**src/rtl/fr_adder_pkg.sv**
```systemverilog
// Shared sizing helpers for the pipelined Kogge-Stone fraction adder.
package fr_adder_pkg;

  // Ceiling log2; clog2(1) = 0.
  function automatic int unsigned clog2(input int unsigned v);
    int unsigned r;
    r = 0;
    while ((64'(1) << r) < 64'(v)) r++;
    return r;
  endfunction

  // Width of the G/P vectors: one slot per fraction bit plus the carry-in slot.
  function automatic int unsigned gp_width(input int unsigned width);
    return width + 1;
  endfunction

  // Number of Kogge-Stone levels needed to span all G/P slots.
  function automatic int unsigned nlvl(input int unsigned width);
    return clog2(width + 1);
  endfunction

  // Number of prefix pipeline registers.
  function automatic int unsigned npfx(input int unsigned width, input int unsigned lvl_per_reg);
    return (nlvl(width) + lvl_per_reg - 1) / lvl_per_reg;
  endfunction

  // Accept-to-output latency: prepare stage, prefix stages, sum stage.
  function automatic int unsigned lat(input int unsigned width, input int unsigned lvl_per_reg);
    return npfx(width, lvl_per_reg) + 2;
  endfunction

endpackage

```
**src/rtl/fr_prefix_level.sv**
```systemverilog
// One combinational Kogge-Stone level over WIDTH+1 G/P slots.
module fr_prefix_level #(
  parameter int unsigned WIDTH = 24,
  parameter int unsigned SPAN  = 1
) (
  input  logic [WIDTH:0] g_i,
  input  logic [WIDTH:0] p_i,
  output logic [WIDTH:0] g_o,
  output logic [WIDTH:0] p_o
);

  genvar i;
  // Combine each slot with the slot SPAN below it; low slots pass through.
  for (i = 0; i <= WIDTH; i++) begin : g_slot
    if (i >= SPAN) begin : g_comb
      assign g_o[i] = g_i[i] | (p_i[i] & g_i[i-SPAN]);
      assign p_o[i] = p_i[i] & p_i[i-SPAN];
    end else begin : g_pass
      assign g_o[i] = g_i[i];
      assign p_o[i] = p_i[i];
    end
  end

endmodule

```
**src/rtl/fr_prefix_adder_pipe.sv**
```systemverilog
// Pipelined Kogge-Stone fraction adder/subtractor with magnitude/sign correction.
module fr_prefix_adder_pipe
  import fr_adder_pkg::*;
#(
  parameter int unsigned WIDTH       = 24,
  parameter int unsigned LVL_PER_REG = 2
) (
  input  logic             clock,
  input  logic             resetn,
  input  logic             in_valid,
  output logic             in_ready,
  input  logic [WIDTH-1:0] in_a,
  input  logic [WIDTH-1:0] in_b,
  input  logic             in_sub,
  input  logic             in_sign,
  output logic             out_valid,
  input  logic             out_ready,
  output logic [WIDTH:0]   out_sum,
  output logic             out_sign,
  output logic             out_zero
);

  localparam int unsigned GW   = gp_width(WIDTH);
  localparam int unsigned NLVL = nlvl(WIDTH);
  localparam int unsigned NPFX = npfx(WIDTH, LVL_PER_REG);
  localparam int unsigned LAT  = lat(WIDTH, LVL_PER_REG);

  logic             en_c;
  logic [WIDTH-1:0] bx_c;

  // Stage registers: index 0 is the prepare stage, 1..NPFX the prefix stages.
  logic [GW-1:0]    g_q    [NPFX+1];
  logic [GW-1:0]    g_n    [NPFX+1];
  logic [GW-1:0]    p_q    [NPFX];
  logic [GW-1:0]    p_n    [NPFX];
  logic [WIDTH-1:0] pi_q   [NPFX+1];
  logic [WIDTH-1:0] pi_n   [NPFX+1];
  logic             sub_q  [NPFX+1];
  logic             sub_n  [NPFX+1];
  logic             sign_q [NPFX+1];
  logic             sign_n [NPFX+1];

  logic [GW-1:0]    gl_i [NLVL];
  logic [GW-1:0]    pl_i [NLVL];
  logic [GW-1:0]    gl_o [NLVL];
  logic [GW-1:0]    pl_o [NLVL];

  logic [LAT-1:0]   vld_q;
  logic [WIDTH-1:0] s_c;
  logic             cout_c;
  logic [WIDTH:0]   sum_c;
  logic             sign_c;
  logic             zero_c;
  logic             unused_p_c;

  // Global stall: everything advances only when the output slot can move.
  assign out_valid = vld_q[LAT-1];
  assign en_c      = !out_valid || out_ready;
  assign in_ready  = en_c;

  // Prepare: invert B for subtraction and seed the carry-in slot.
  assign bx_c      = in_sub ? ~in_b : in_b;
  assign g_n[0]    = {in_a & bx_c, in_sub};
  assign p_n[0]    = {in_a ^ bx_c, 1'b0};
  assign pi_n[0]   = in_a ^ bx_c;
  assign sub_n[0]  = in_sub;
  assign sign_n[0] = in_sign;

  genvar k, s;
  // Prefix tree: each segment of LVL_PER_REG levels starts from a register.
  for (k = 0; k < NLVL; k++) begin : g_lvl
    if ((k % LVL_PER_REG) == 0) begin : g_from_reg
      assign gl_i[k] = g_q[k / LVL_PER_REG];
      assign pl_i[k] = p_q[k / LVL_PER_REG];
    end else begin : g_from_lvl
      assign gl_i[k] = gl_o[k-1];
      assign pl_i[k] = pl_o[k-1];
    end
    fr_prefix_level #(
      .WIDTH (WIDTH),
      .SPAN  (32'(1) << k)
    ) u_level (
      .g_i (gl_i[k]),
      .p_i (pl_i[k]),
      .g_o (gl_o[k]),
      .p_o (pl_o[k])
    );
  end

  // Next-state of each prefix register; group-propagate is dropped after the last level.
  for (s = 1; s <= NPFX; s++) begin : g_stage
    localparam int unsigned LAST =
      (((s * LVL_PER_REG) < NLVL) ? (s * LVL_PER_REG) : NLVL) - 1;
    assign g_n[s]    = gl_o[LAST];
    assign pi_n[s]   = pi_q[s-1];
    assign sub_n[s]  = sub_q[s-1];
    assign sign_n[s] = sign_q[s-1];
    if (s < NPFX) begin : g_keep_p
      assign p_n[s] = pl_o[LAST];
    end
  end

  assign unused_p_c = ^pl_o[NLVL-1];

  // Datapath stage registers, all under the common enable.
  always_ff @(posedge clock or negedge resetn) begin
    if (!resetn) begin
      for (int unsigned i = 0; i <= NPFX; i++) begin
        g_q[i]    <= '0;
        pi_q[i]   <= '0;
        sub_q[i]  <= 1'b0;
        sign_q[i] <= 1'b0;
      end
      for (int unsigned i = 0; i < NPFX; i++) begin
        p_q[i] <= '0;
      end
    end else if (en_c) begin
      for (int unsigned i = 0; i <= NPFX; i++) begin
        g_q[i]    <= g_n[i];
        pi_q[i]   <= pi_n[i];
        sub_q[i]  <= sub_n[i];
        sign_q[i] <= sign_n[i];
      end
      for (int unsigned i = 0; i < NPFX; i++) begin
        p_q[i] <= p_n[i];
      end
    end
  end

  // Sum formation with subtract magnitude/sign correction and zero detect.
  always_comb begin
    s_c    = pi_q[NPFX] ^ g_q[NPFX][WIDTH-1:0];
    cout_c = g_q[NPFX][WIDTH];
    sum_c  = {cout_c, s_c};
    sign_c = sign_q[NPFX];
    zero_c = ({cout_c, s_c} == '0);
    if (sub_q[NPFX]) begin
      if (cout_c) begin
        sum_c  = {1'b0, s_c};
        zero_c = (s_c == '0);
        if (zero_c) sign_c = 1'b0;
      end else begin
        sum_c  = {1'b0, ~s_c + WIDTH'(1)};
        sign_c = ~sign_q[NPFX];
        zero_c = 1'b0;
      end
    end
  end

  // Output register and valid shift register.
  always_ff @(posedge clock or negedge resetn) begin
    if (!resetn) begin
      vld_q    <= '0;
      out_sum  <= '0;
      out_sign <= 1'b0;
      out_zero <= 1'b0;
    end else if (en_c) begin
      vld_q    <= {vld_q[LAT-2:0], in_valid};
      out_sum  <= sum_c;
      out_sign <= sign_c;
      out_zero <= zero_c;
    end
  end

endmodule
```
**config.mk**
```make
export PLATFORM = sky130hd
export DESIGN_NAME = fr_prefix_adder_pipe
export DESIGN_NICKNAME = d
export VERILOG_FILES = /design/src/rtl/fr_adder_pkg.sv /design/src/rtl/fr_prefix_level.sv /design/src/rtl/fr_prefix_adder_pipe.sv
export SDC_FILE = /design/constraint.sdc
export NUM_CORES = 1
export LEC_CHECK = 0
export ABC_AREA = 1
export CAP_MARGIN = 10
export CELL_PAD_IN_SITES_DETAIL_PLACEMENT = 0
export CELL_PAD_IN_SITES_GLOBAL_PLACEMENT = 1
export CORE_ASPECT_RATIO = 0.5
export CORE_MARGIN = 2
export CORE_UTILIZATION = 34
export DETAILED_ROUTE_END_ITERATION = 6
export PLACE_DENSITY = 0.63
export SYNTH_ARGS = -nofsm -noshare
export SYNTH_HDL_FRONTEND = slang
export SYNTH_SLANG_ARGS = --single-unit
```
**constraint.sdc**
```tcl
create_clock -name clock -period 2.1 [get_ports clock]
set_input_delay 0.42 -clock clock [delete_from_list [all_inputs] [get_ports clock]]
set_output_delay 0.42 -clock clock [all_outputs]
set_load 0.01 [all_outputs]
```
Word level (Yosys, flattened, before mapping)
Index checks and enable logic that the tools add are counted.
{ "totals": {"ff_bits": 266, "inputBits": 54, "out_inout_bits": 29, "elab_cells": 299} }
{ "op_classes": {"add_sub_neg": 1, "muxes": 8, "bitwise_logic": 264, "reduce_logical": 4} }
{ "ops": {"columns": ["operator", "count"], "rows": [
  ["$and 1x1->1", 164],
  ["$or 1x1->1", 94],
  ["$mux 24", 2],
  ["$not 24->24", 2],
  ["$xor 24x24->24", 2],
  ["$logic_not 25->1", 1],
  ["$mux 25", 1],
  ["$add 24x1->24 const B", 1],
  ["$and 24x24->24", 1],
  ["$logic_not 24->1", 1],
  ["$mux 1", 5],
  ["$logic_not 1->1", 1],
  ["$logic_or 1x1->1", 1],
  ["$not 1->1", 1]
]} }

Logic depth before layout (Yosys ltp)
Gate-level depths: netlist (run 1).
{ "logic_depth": {"ltp_word": 5, "ltp_mapped": 13, "depth_no_buf": 13} }

By module
From an unflattened synthesis (run 1), not the netlist that was laid out.
{ "unflattened": {"cells_unflattened": 1979, "area_unflattened_um2": 14525.2} }
{ "modules_own_cells": {"columns": ["mod", "instances", "cells_each", "area_per_inst_um2", "seq_area_each_um2"], "rows": [
  ["fr_prefix_adder_pipe", 1, 1447, 12295.5, 7131.8],
  ["fr_prefix_level at g_lvl[0].u_level", 1, 122, 465.4, 0.0],
  ["fr_prefix_level at g_lvl[1].u_level", 1, 119, 461.7, 0.0],
  ["fr_prefix_level at g_lvl[2].u_level", 1, 113, 454.2, 0.0],
  ["fr_prefix_level at g_lvl[3].u_level", 1, 101, 439.2, 0.0],
  ["fr_prefix_level at g_lvl[4].u_level", 1, 77, 409.1, 0.0]
]} }

Least setup slack after synthesis (run 1)
No wires, ideal clock.
{ "synth_timing": {"path_kind": "input to register", "start": "in in_sub", "end": "reg pi_q, in the netlist pi_n[52]", "setup_time_ns": 0.130, "arrival_ns": 1.502, "t_required_ns": 1.970, "setup_slack_ns": 0.468, "stages": 6, "path_buffers": 2, "cell_sequence": "clkbuf_1 > buf_2 > xor2_1 > ha_1 > nand2_1 > o21ai_0"} }
{ "synth_lines": {"columns": ["element", "line_no", "rtl"], "rows": [
  ["start: declaration", "fr_prefix_adder_pipe.sv:14", "input logic in_sub,"],
  ["end signal: indexed assignment", "fr_prefix_adder_pipe.sv:120", "pi_q[i] <= pi_n[i];"],
  ["end: declaration", "fr_prefix_adder_pipe.sv:36", "logic [WIDTH-1:0] pi_q [NPFX+1];"]
]} }

Final worst setup path (run 1)
{ "layout_timing": {"start": "reg out_sign", "end": "out out_sign"} }
{ "layout_lines": {"columns": ["element", "line_no", "rtl"], "rows": [
  ["start: declaration", "fr_prefix_adder_pipe.sv:19", "output logic out_sign,"],
  ["start signal: assignment", "fr_prefix_adder_pipe.sv:160", "out_sign <= sign_c;"]
]} }
No word-level cell between the ends.

==> summary.md, run 1 <==
| Metric | Value |
|---|---|
| CTS tree | built |
| Commonest non-fill, non-tap cell in the layout | nand2_1 |
| Placeable Area | 0.03453 mm^2 |
| Max-cap viol count | 0 |
| Total congestion overflow | 0 |
| Top-area cell type share of the netlist area | 0.5496 |
| Commonest cells after routing, fill and taps aside | nand2_1 (540), dfrtp_1 (262), o21ai_0 (140) |
| Clk slew on worst S/H paths | 60 ps |
| Post-synth top area cell | dfrtp_1 |
| Worst Setup Slack, final | 162.8 ps |
| Via count of the routed design | 9208 |
| Class of the worst hold path | input port to async pin |
| H-Tree Depth | 1 |
| Min Tclk post-route | 1937 ps |
| Number of synthesized register bits | 262 |
| Fin crit share | 0.9225 |
| CTS root buffer | clkbuf_16 |
| Clk sinks | 262 |
| Worst Skew | 18.85 ps |
| FILL cells | 3532 |
| Initial Utilization | 0.3455 |
| Hold Fails Final Rpt | 0 |
| F_max | 0.5162 GHz |
| Setup TNS | 0 ps |
| Max Slew Vio Count | 0 |
| Drt wl/cell | 15.76 um |
| Crit end category | output port |
| Vias in the first global route | 9110 |
| Rel. slew slack | 0.4691 |
| Worst-Skew Late Latency | 550 ps |
| # IOs | 83 |
| Worst slack, placed | -133.9 ps |
| Top Family by Delay on Critical Path | buffers and inverters |
| LEAKAGE | 0.006963 uW |
| Die area | 0.03669 mm^2 |
| Routed wire length | 31320 um |
| Antenna cells | 0 |
| Setup CP Type | flop to output port |
| Status | finished, final reports clean |
| Row Count | 48 |
| Average via count per standard cell | 4.632 |
| Mapped Cells | 1398 |
| ANT nets after route | 0 |
| First-pass GRT wire length | 50760 um |
| Layout cell share with drive strength beyond 1 | 0.06940 |
| Fin nets | 1572 |
| Non-Filler Instances | 1988 |
| WP buf/inv | 1 |
| Mapped Avg Cell Area | 8.534 um^2 |
| Crit path launch | out_sign |
| FF-to-FF Start | g_q[0] |
| Starting DRT DRC Count | 818 |
| Register area share after synthesis | 0.5496 |
| Syn Std Cell Area | 0.01193 mm^2 |
| Worst Setup Start Kind | flop |
| Hold Worst Slack | 379.2 ps |
| Worst path required time | 1680 ps |
| Pre-antenna DRT Iters | 5 |
| CP Cell Sequence | clkdlybuf4s50_1 |
| Syn nets | 1477 |
| PD cells | 1495 mW/mm^2 |
| Die height | 136.5 um |
| Largest net degree at the start of global routing | 72 |
| Die W | 268.9 um |
| Post-DP HPWL | 23150 um |
| Total power draw | 21630 uW |
| Max incr delay on CP | 580 ps |
| Placed Instances | 1938 |
| Placer congestion estimate | 0.8231 |
| Slew @ Worst Pin | 796.4 ps |
| IO buf count | 82 |
| RSZ-0062 raised after global routing | false |
| Distinct cells, synth | 35 |
| CP arrival | 1520 ps |
| Post-route DRC | 0 |
| Clock Tree Buf Depth | 3 |
| Layout area overhead | 21.27% |
| Worst-path fanout max | 2 |
| CP max-delay cell | clkdlybuf4s50_1 |
| Final setup fails | 0 |
| Dominant cells by area after synthesis | dfrtp_1 (55%), nand2_1 (17%), o21ai_0 (5.9%) |
| GRT Resource Usage Total | 0.1771 |
| TritonCTS buffer count | 27 |
| Antenna violations before repair | 0 |
| Synth warn | 0 |
| VDD IR max | 0.0005023 V |
[registers in the layout, summed over array words and instances, names as in the netlist]
register and cells:
cout_c 1, out_zero 1, sign_n 3, out_sign 1, sign_q 1, g_q 99, pi_q 24, p_q 30
pi_n 72, vld_q 5, out_sum 25
[layer usage]
layer,track usage,vias up,routed length [um]
li1,-,4672,-
met1,0.2894,4347,17370
met2,0.2403,153,12170
met3,0.03079,36,1301
met4,0.03117,0,477
met5,0,-,0
[where the power goes]
group	internal, uW	switching, uW	total [uW]
logic	3060	4890	7950
registers	7110	1570	8680
clock network	3010	2000	5010
total	13200	8450	21600
[path summary, 6_finish.rpt]
kind | to | slack [ps] | cells past startpoint
max in group asynchronous | out_sum[22] | 1090 | 3
worst max register to register | out_sum[16] | 220 | 11
worst min-delay path | g_q[82] | 380 | 2
worst max-delay path | out_sign | 160 | 1
min in group clock | sign_n[2] | 430 | 3
worst min register to register | pi_q[15] | 450 | 2
[cell usage after synthesis, drive strengths merged]
cell type and n:
xnor2 11, a31oi 12, o22ai 9, or2 1, a22oi 2, o21bai 2
o31ai 7, clkbuf 32, nor3 1, buf 29, o221ai 12, dfrtp 262
nand2 544, nand4 7, a211oi 8, inv 119, a32o 4, ha 25
o211ai 7, xor2 35, o21ai 144, nand3 40, a22o 1, a21oi 35
nor2 49
[layout make-up]
type,instances,area [um^2],share of cell area
clock buffer,40,804.5,0.05561
clock inverter,9,126.4,0.008735
inverter,119,451.7,0.03122
multi-input combinational,956,4637,0.3205
sequential,262,6556,0.4532
tap,475,594.3,0.04108
timing repair buffer,127,1297,0.08968
[metrics by stage]
| step | cell area (um^2) | util |
|---|---|---|
| 3_3_place_gp | 13530 | 0.3917 |
| 4_1_cts | 14470 | 0.4189 |
| 2_1_floorplan | 11930 | - |
| 3_5_place_dp | 13530 | 0.3917 |
| 5_1_grt | 14470 | 0.4189 |
| 6_report | 14470 | 0.4189 |
[repair_timing]
item,4_1_cts,5_1_grt
endpoints found under the hold margin,47,0
buffers inserted,0,0
hold buffers,1,0
setup endpoints to repair,1,0
resized for setup,1,0
[kinds of logic after synthesis]
family,Yosys count,share of synthesized area
fa+ha+maj,25,0.02622
simple gates,642,0.2120
xor+xnor,46,0.03440
buf+inv,180,0.06219
compound gates,243,0.1157
flops,262,0.5496
Power figures use the tool's default switching activity.
==> inputs of run 2 (changes only) <==
- GPL_TIMING_DRIVEN: default -> 0
==> run 2 against run 1 <==
Against the previous run:
- cell area decreased by 0.54%
- die area unchanged
- worst hold slack got worse by 22 ps
- final cell count increased by 0.96%
- via count increased by 6.2%
- non-clock buffer count increased by 21
- register-to-register slack got worse by 100 ps
- worst setup slack got worse by 44 ps
- flip-flop and latch count unchanged
- clock power decreased by 4%
- core utilization decreased by 0.23 points
- routed wire length increased by 25%
- critical path type is now flop to flop
==> summary.md, run 2 (synthesis gave the netlist of run 1 again) <==
| Metric | Value |
|---|---|
| Largest net degree at the start of global routing | 110 (+53%) |
| Largest register FFs | 99 (unchanged) |
| IO buf count | 81 (-1.2%) |
| Worst Reg-to-Reg Cells | 8 (-3) |
| Worst path required time | 2570 ps (+890 ps) |
| H-Tree Depth | 1 (unchanged) |
| Die height | 136.5 um (unchanged) |
| Status | finished, final reports clean |
| Row Count | 48 (unchanged) |
| Post-DP HPWL | 29340 um (+27%) |
| RSZ-0062 raised after global routing | false |
| Fin crit share | 0.9436 (+0.02112) |
| Setup CP Type | flop to flop |
| Die area | 0.03669 mm^2 (unchanged) |
| CTS tree | built |
| Total congestion overflow | 0 (unchanged) |
| Placeable Area | 0.03453 mm^2 (unchanged) |
| CTS root buffer | clkbuf_16 |
| Pint | 12830 uW (-2.7%) |
| Worst Setup Slack, final | 118.4 ps (-44.34 ps) |
| Routed wire length | 39220 um (+25%) |
| FF-to-FF Start | vld_q[4] |
| ANT nets after route | 0 (unchanged) |
| Clock Tree Buf Depth | 3 (unchanged) |
| Vias in the first global route | 9651 (+5.9%) |
| Worst-path fanout max | 10 (+8) |
| Pre-antenna DRT Iters | 5 (unchanged) |
| CP arrival | 2450 ps (+930 ps) |
| Worst-Skew Late Latency | 550 ps (about the same) |
| Placer congestion estimate | 0.8785 (+6.7%) |
| TritonCTS buffer count | 26 (-3.7%) |
| Hold Fails Final Rpt | 0 (unchanged) |
| Hold Worst Slack | 357.1 ps (-22.11 ps) |
| PD cells | 1529 mW/mm^2 (+2.3%) |
| Worst slack, placed | -1314 ps (-1180 ps) |
| Rel. slew slack | 0.4093 (-0.05977) |
| Starting DRT DRC Count | 879 (+7.5%) |
| Clk pwr share | 0.219 (-0.012) |
| Setup slack, reg-to-reg | 120 ps (-100 ps) |
| Post-route DRC | 0 (unchanged) |
| Clk slew on worst S/H paths | 60 ps (about the same) |
| Worst Skew | 17.07 ps (-1.778 ps) |
| LEAKAGE | 0.006904 uW (-0.85%) |
| Class of the worst hold path | input port to async pin |
| VDD IR max | 0.0005118 V (+1.9%) |
| Initial Utilization | 0.3455 (unchanged) |
| Layout cell share with drive strength beyond 1 | 0.06593 (-0.003472) |
| Fin nets | 1592 (+1.3%) |
| # IOs | 83 (unchanged) |
| Comb pwr share | 0.388 (+0.021) |
| Die W | 268.9 um (unchanged) |
| Clk sinks | 262 (unchanged) |
| Commonest cells after routing, fill and taps aside | nand2_1 (539), dfrtp_1 (261), o21ai_0 (140) |
| Antenna violations before repair | 1 (+1) |
| Net Switching | 9175 uW (+8.6%) |
| Crit end category | flop |
| Slew @ Worst Pin | 886.1 ps (+89.65 ps) |
| Largest Register | g_q |
| Layout area overhead | 20.61% |
| Worst Setup Start Kind | flop |
| Via count of the routed design | 9782 (+6.2%) |
| Average via count per standard cell | 4.874 (+5.2%) |
| F_max | 0.5047 GHz (-2.2%) |
| RR Endpoint | g_q[64] |
| Flop pwr share | 0.393 (-0.008) |
| Drt wl/cell | 19.54 um (+24%) |
| Commonest non-fill, non-tap cell in the layout | nand2_1 |
| Min Tclk post-route | 1982 ps (+44.34 ps) |
| First-pass GRT wire length | 59910 um (+18%) |
| Antenna cells | 0 (unchanged) |
| Switch share | 0.4170 (+0.02633) |
| GRT Resource Usage Total | 0.2219 (+0.04473) |
| Max-cap viol count | 0 (unchanged) |
| Max Slew Vio Count | 0 (unchanged) |
| Final setup fails | 0 (unchanged) |
==> run 2: cell types whose count changed in the layout (fill, tap and decap cells not counted), moves of 2 or more <==
cell	before	now
buf_6	0	5
buf_4	33	5
buf_1	0	7
buf_16	0	2
inv_2	0	2
clkbuf_8	8	10
clkdlybuf4s15_2	0	3
clkbuf_1	5	28
buf_2	1	10
clkbuf_2	0	8
bufinv_16	3	1
buf_12	11	1
==> run 2: worst max-delay path by stage <==
stage / startpoint / to / slack [ps] / cells after the start
2_1_floorplan: in_sub / pi_n[52] / 470 / 6
3_3_place_gp: resetn / out_sum[22] / -10860 / 1
3_5_place_dp: out_ready / in_ready / -1310 / 6
4_1_cts: vld_q[4] / in_ready / -10 / 6
5_1_grt: vld_q[4] / g_q[42] / 20 / 8
6_report: vld_q[4] / g_q[64] / 120 / 8
==> run 2: worst max-delay path, stage by stage (launching register included) <==
cell,delay [ps]
dfrtp_1,400
inv_2,70
nor2_4,60
inv_2,80
buf_4,120
buf_2,270
clkbuf_1,630
nor2_1,100
a31oi_1,170
==> run 2: power by group through the flow <==
stage	Sequential [uW]	Clock, uW	Combinational [uW]
finish	8650	4820	8530
global route	8900	5140	9630
CTS	8620	4910	8540
detailed placement	8700	0	8360
global placement	8670	0	8260
floorplan	8300	0	5080
==> run 2: what timing repair did <==
| action | CTS | global route |
|---|---|---|
| resized for setup | 26 | 20 |
| setup endpoints to repair | 216 | 46 |
| buffers inserted | 4 | 0 |
| hold buffers | 1 | 0 |
| hold endpoints to repair | 46 | 0 |
| pin swaps | 2 | 2 |
==> run 2: cell type report <==
type                    count  area, um^2
plain buffers              60       344.1
clock buffers              40       804.5
clock inverters             7       63.81
fillers                  3548       20140
inverters                 119       446.7
multi-input cells         956        4666
flip-flops and latches    262        6558
well taps                 475       594.3
repair buffers             88       912.1
==> run 2: per-layer routing <==
layer	global-route usage	wire, um
met1	0.3484	20340
met2	0.3113	15760
met3	0.04709	2509
met4	0.04012	602
met5	0	0
==> run 2: metrics by stage <==
step	cell area, um^2	cells	TNS (ps)	util	power [uW]
after detailed placement	13400	1956	-141960	0.3879	17060
after floorplan	11930	1398	0	-	13370
final	14390	2007	0	0.4167	22000
after global routing	14390	2007	0	0.4167	23670
after CTS	14370	2008	-12.79	0.4161	22070
after global placement	13340	1954	-2979080	0.3862	16940
==> inputs of run 3 (changes only) <==
- ABC_AREA: 1 -> 0
- REMOVE_ABC_BUFFERS: default -> 1
==> run 3 against run 2 <==
Against the previous run:
- the flow now finishes with violations (negative setup slack)
- die area is 1.2% lower
- global-route usage is 4.8 points lower
- register-to-register slack worse by 140 ps
- critical path depth is 3 lower
- flip-flop and latch count stayed put
- clock power is 2% lower
- core utilization is 0.90 points higher
- synthesized area is 1.2% lower
- cell area is 1.4% higher
- critical endpoint is now out_sum[17]
==> summary.md, run 3 <==
| Metric | Value |
|---|---|
| Top-area cell type share of the netlist area | 0.5564 (+0.006886) |
| FF/Latch Area | 0.006561 mm^2 (about the same) |
| Area of the multi-input gates | 0.005176 mm^2 (+11%) |
| Final Cell Area | 0.01460 mm^2 (+1.4%) |
| Mapped Cells | 1308 (-6.4%) |
| Count leader, synth | nand2_1 |
| Commonest non-fill, non-tap cell in the layout | nand2_1 |
| Routed wire length | 31310 um (-20%) |
| Status | finished, violations left |
| Layout cell share with drive strength beyond 1 | 0.09084 (+0.02492) |
| First-pass GRT wire length | 49410 um (-18%) |
| Clock Tree Buf Depth | 3 (unchanged) |
| Crit end category | flop |
| RR Endpoint | out_sum[17] |
| RSZ-0062 raised after global routing | true |
| GRT Resource Usage Total | 0.1736 (-0.04828) |
| Worst Setup Start Kind | flop |
| Worst setup path endpoint | out_sum[17] |
| Post-synth EDFFs | 0 (unchanged) |
| Placeable Area | 0.03429 mm^2 (-0.70%) |
| Die area | 0.03625 mm^2 (-1.2%) |
| Post-synth top area cell | dfrtp_1 |
| Fin nets | 1467 (-7.9%) |
| Antenna violations before repair | 1 (unchanged) |
| Register area share after synthesis | 0.5564 (+0.006886) |
| Via count of the routed design | 9169 (-6.3%) |
| H-Tree Depth | 1 (unchanged) |
| Row Count | 48 (unchanged) |
| Pre-antenna DRT Iters | 5 (unchanged) |
| Synth warn | 0 (unchanged) |
| Largest register FFs | 99 (unchanged) |
| Vias in the first global route | 8763 (-9.2%) |
| Worst-Skew Late Latency | 550 ps (about the same) |
| Setup slack, reg-to-reg | -20 ps (-140 ps) |
| Die W | 267.3 um (-0.61%) |
| TritonCTS buffer count | 27 (+3.8%) |
| ANT nets after route | 0 (unchanged) |
| Layout area overhead | 23.88% |
| Worst slack, placed | -1151 ps (+162.9 ps) |
| Initial Utilization | 0.3436 (-0.001885) |
| Most frequent cells after synthesis | nand2_1 (543), dfrtp_1 (262), clkbuf_1 (65) |
| Min Tclk post-route | 2119 ps (+137.0 ps) |
| Worst Skew | 17.98 ps (+0.9104 ps) |
| Max incr delay on CP | 620 ps (about the same) |
| Largest Register | g_q |
| Worst path required time | 2540 ps (-30 ps) |
| Mapped Avg Cell Area | 9.008 um^2 (+5.6%) |
| CTS tree | built |
| CP Cell Sequence | xor2_4, or4_4, or4_1, mux2i_1, nor3_1 |
| Commonest cells after routing, fill and taps aside | nand2_1 (543), dfrtp_1 (258), clkdlybuf4s50_1 (79) |
| FILL cells | 3370 (-5.0%) |
| Dominant cells by area after synthesis | dfrtp_1 (56%), nand2_1 (17%), a21o_1 (3.1%) |
| Worst Setup Slack, final | -18.59 ps (-137.0 ps) |
| FF-to-FF Start | g_q[4] |
| Total power draw | 22150 uW (+0.67%) |
| Clk sinks | 262 (unchanged) |
| Worst-path fanout max | 5 (-5) |
| Placer congestion estimate | 0.7906 (-10%) |
| Worst Reg-to-Reg Cells | 5 (-3) |
| Number of synthesized register bits | 262 (unchanged) |
| CP max-delay cell | or4_4 |
| Hold Fails Final Rpt | 0 (unchanged) |
| Max-cap viol count | 0 (unchanged) |
| Rel. slew slack | 0.4794 (+0.07007) |
| VDD IR max | 0.0005818 V (+14%) |
| Drt wl/cell | 16.62 um (-15%) |
| Average via count per standard cell | 4.867 (-0.15%) |
| Die height | 135.6 um (-0.60%) |
| Post-route DRC | 0 (unchanged) |
| Post-DP HPWL | 19780 um (-33%) |
| CTS root buffer | clkbuf_16 |
| Largest net degree at the start of global routing | 157 (+43%) |
| Syn Std Cell Area | 0.01178 mm^2 (-1.2%) |
| Total congestion overflow | 0 (unchanged) |
| F_max | 0.4720 GHz (-6.5%) |
| Class of the worst hold path | input port to async pin |
| IO buf count | 82 (+1.2%) |
| Crit path launch | g_q[4] |
| Slew @ Worst Pin | 781.0 ps (-105.1 ps) |
| Starting DRT DRC Count | 700 (-20%) |
| LEAKAGE | 0.007091 uW (+2.7%) |
| Max Slew Vio Count | 0 (unchanged) |
| PD cells | 1517 mW/mm^2 (-0.76%) |
| Antenna cells | 0 (unchanged) |
| # IOs | 83 (unchanged) |
| Clk slew on worst S/H paths | 60 ps (about the same) |
| Top_reg_cell synth | dfrtp_1 |
| Failing checks | negative setup slack |
| Distinct cells, synth | 44 (+26%) |
| Setup CP Type | flop to flop |
| Ys async rst share | 1.000 (unchanged) |
| CP arrival | 2550 ps (+100 ps) |
| Fin crit share | 1.009 (+0.06525) |
| DP Area | 0.01317 mm^2 (-1.7%) |
| Final setup fails | 1 (+1) |
[run 3: cell count changes in the layout (fill, tap and decap cells not counted), sizes merged, moves of 11 or more]
cell and delta:
a21o +49, a21oi +25, clkbuf -33, inv -113, nand3 -25, o21a +11, o21ai -83, o221ai -11
xnor2 +14
[run 3: report_power, final]
group          leakage (uW)  internal (uW)  switching [uW]
combinational       0.00340           3640            4670
sequential          0.00325           7130            1990
clock              0.000436           2740            1990
total               0.00709          13500            8650
[run 3: metal layers]
metal | up-vias | routed length, um | track usage
li1 | 4483 | - | -
met1 | 4466 | 16290 | 0.2791
met2 | 183 | 13050 | 0.2423
met3 | 37 | 1512 | 0.02708
met4 | 0 | 458 | 0.03371
met5 | - | 0 | 0
[run 3: cell type report]
| cell class | instances | share of cell area |
|---|---|---|
| clock inverter | 10 | 0.005572 |
| inverter | 3 | 0.001886 |
| tap | 475 | 0.04072 |
| timing repair buffer | 118 | 0.09146 |
| sequential | 262 | 0.4495 |
| clock buffer | 40 | 0.05443 |
| timing repair inverter | 3 | 0.001800 |
| multi-input combinational | 973 | 0.3546 |
[run 3: logic make-up (layout without fill, tap and decap cells)]
group	Yosys count	after routing	synth area share
AOI/OAI and AO/OA	226	226	0.1190
buffers and inverters	75	174	0.02453
xor gates and xnor gates	64	64	0.04757
DFF	262	262	0.5564
and+or+nand+nor	649	651	0.2194
adders and majority gates	25	25	0.02655
muxes	7	7	0.006477
[run 3: how the worst min path moves through the flow]
stage              from         to  slack (ps)  cells past startpoint
6_report         resetn    g_q[85]         390                      2
5_1_grt         in_sign  sign_n[2]         380                      3
4_1_cts         in_sign  sign_n[2]         380                      3
3_5_place_dp     resetn    g_q[85]         390                      1
3_3_place_gp   vld_q[3]   vld_q[3]         450                      2
2_1_floorplan    resetn     cout_c         120                      0
[run 3: timing repair]
item | CTS | global route
pin swaps | 6 | 11
hold endpoints to repair | 61 | 0
setup endpoints to repair | 160 | 14
resized for setup | 23 | 23
gates cloned | 7 | 2
buffers inserted | 13 | 9
hold buffers | 1 | 0
[run 3: critical path: cells and delay by family, from the launching register on]
kind	cells	cell delay [ps]
DFF	1	450
and+or+nand+nor	3	1210
xor gates and xnor gates	1	200
muxes	1	150
[run 3: per-stage QoR]
stage,hold slack [ps],utilization,std cells,setup TNS (ps)
2_1_floorplan,124.4,-,1236,-4246770
3_3_place_gp,447.0,0.3768,1793,-
3_5_place_dp,387.9,0.3839,1803,-151980
4_1_cts,376.2,0.4190,1873,-20.31
5_1_grt,384.7,0.4256,1884,-598.2
6_report,391.6,0.4256,1884,-18.59
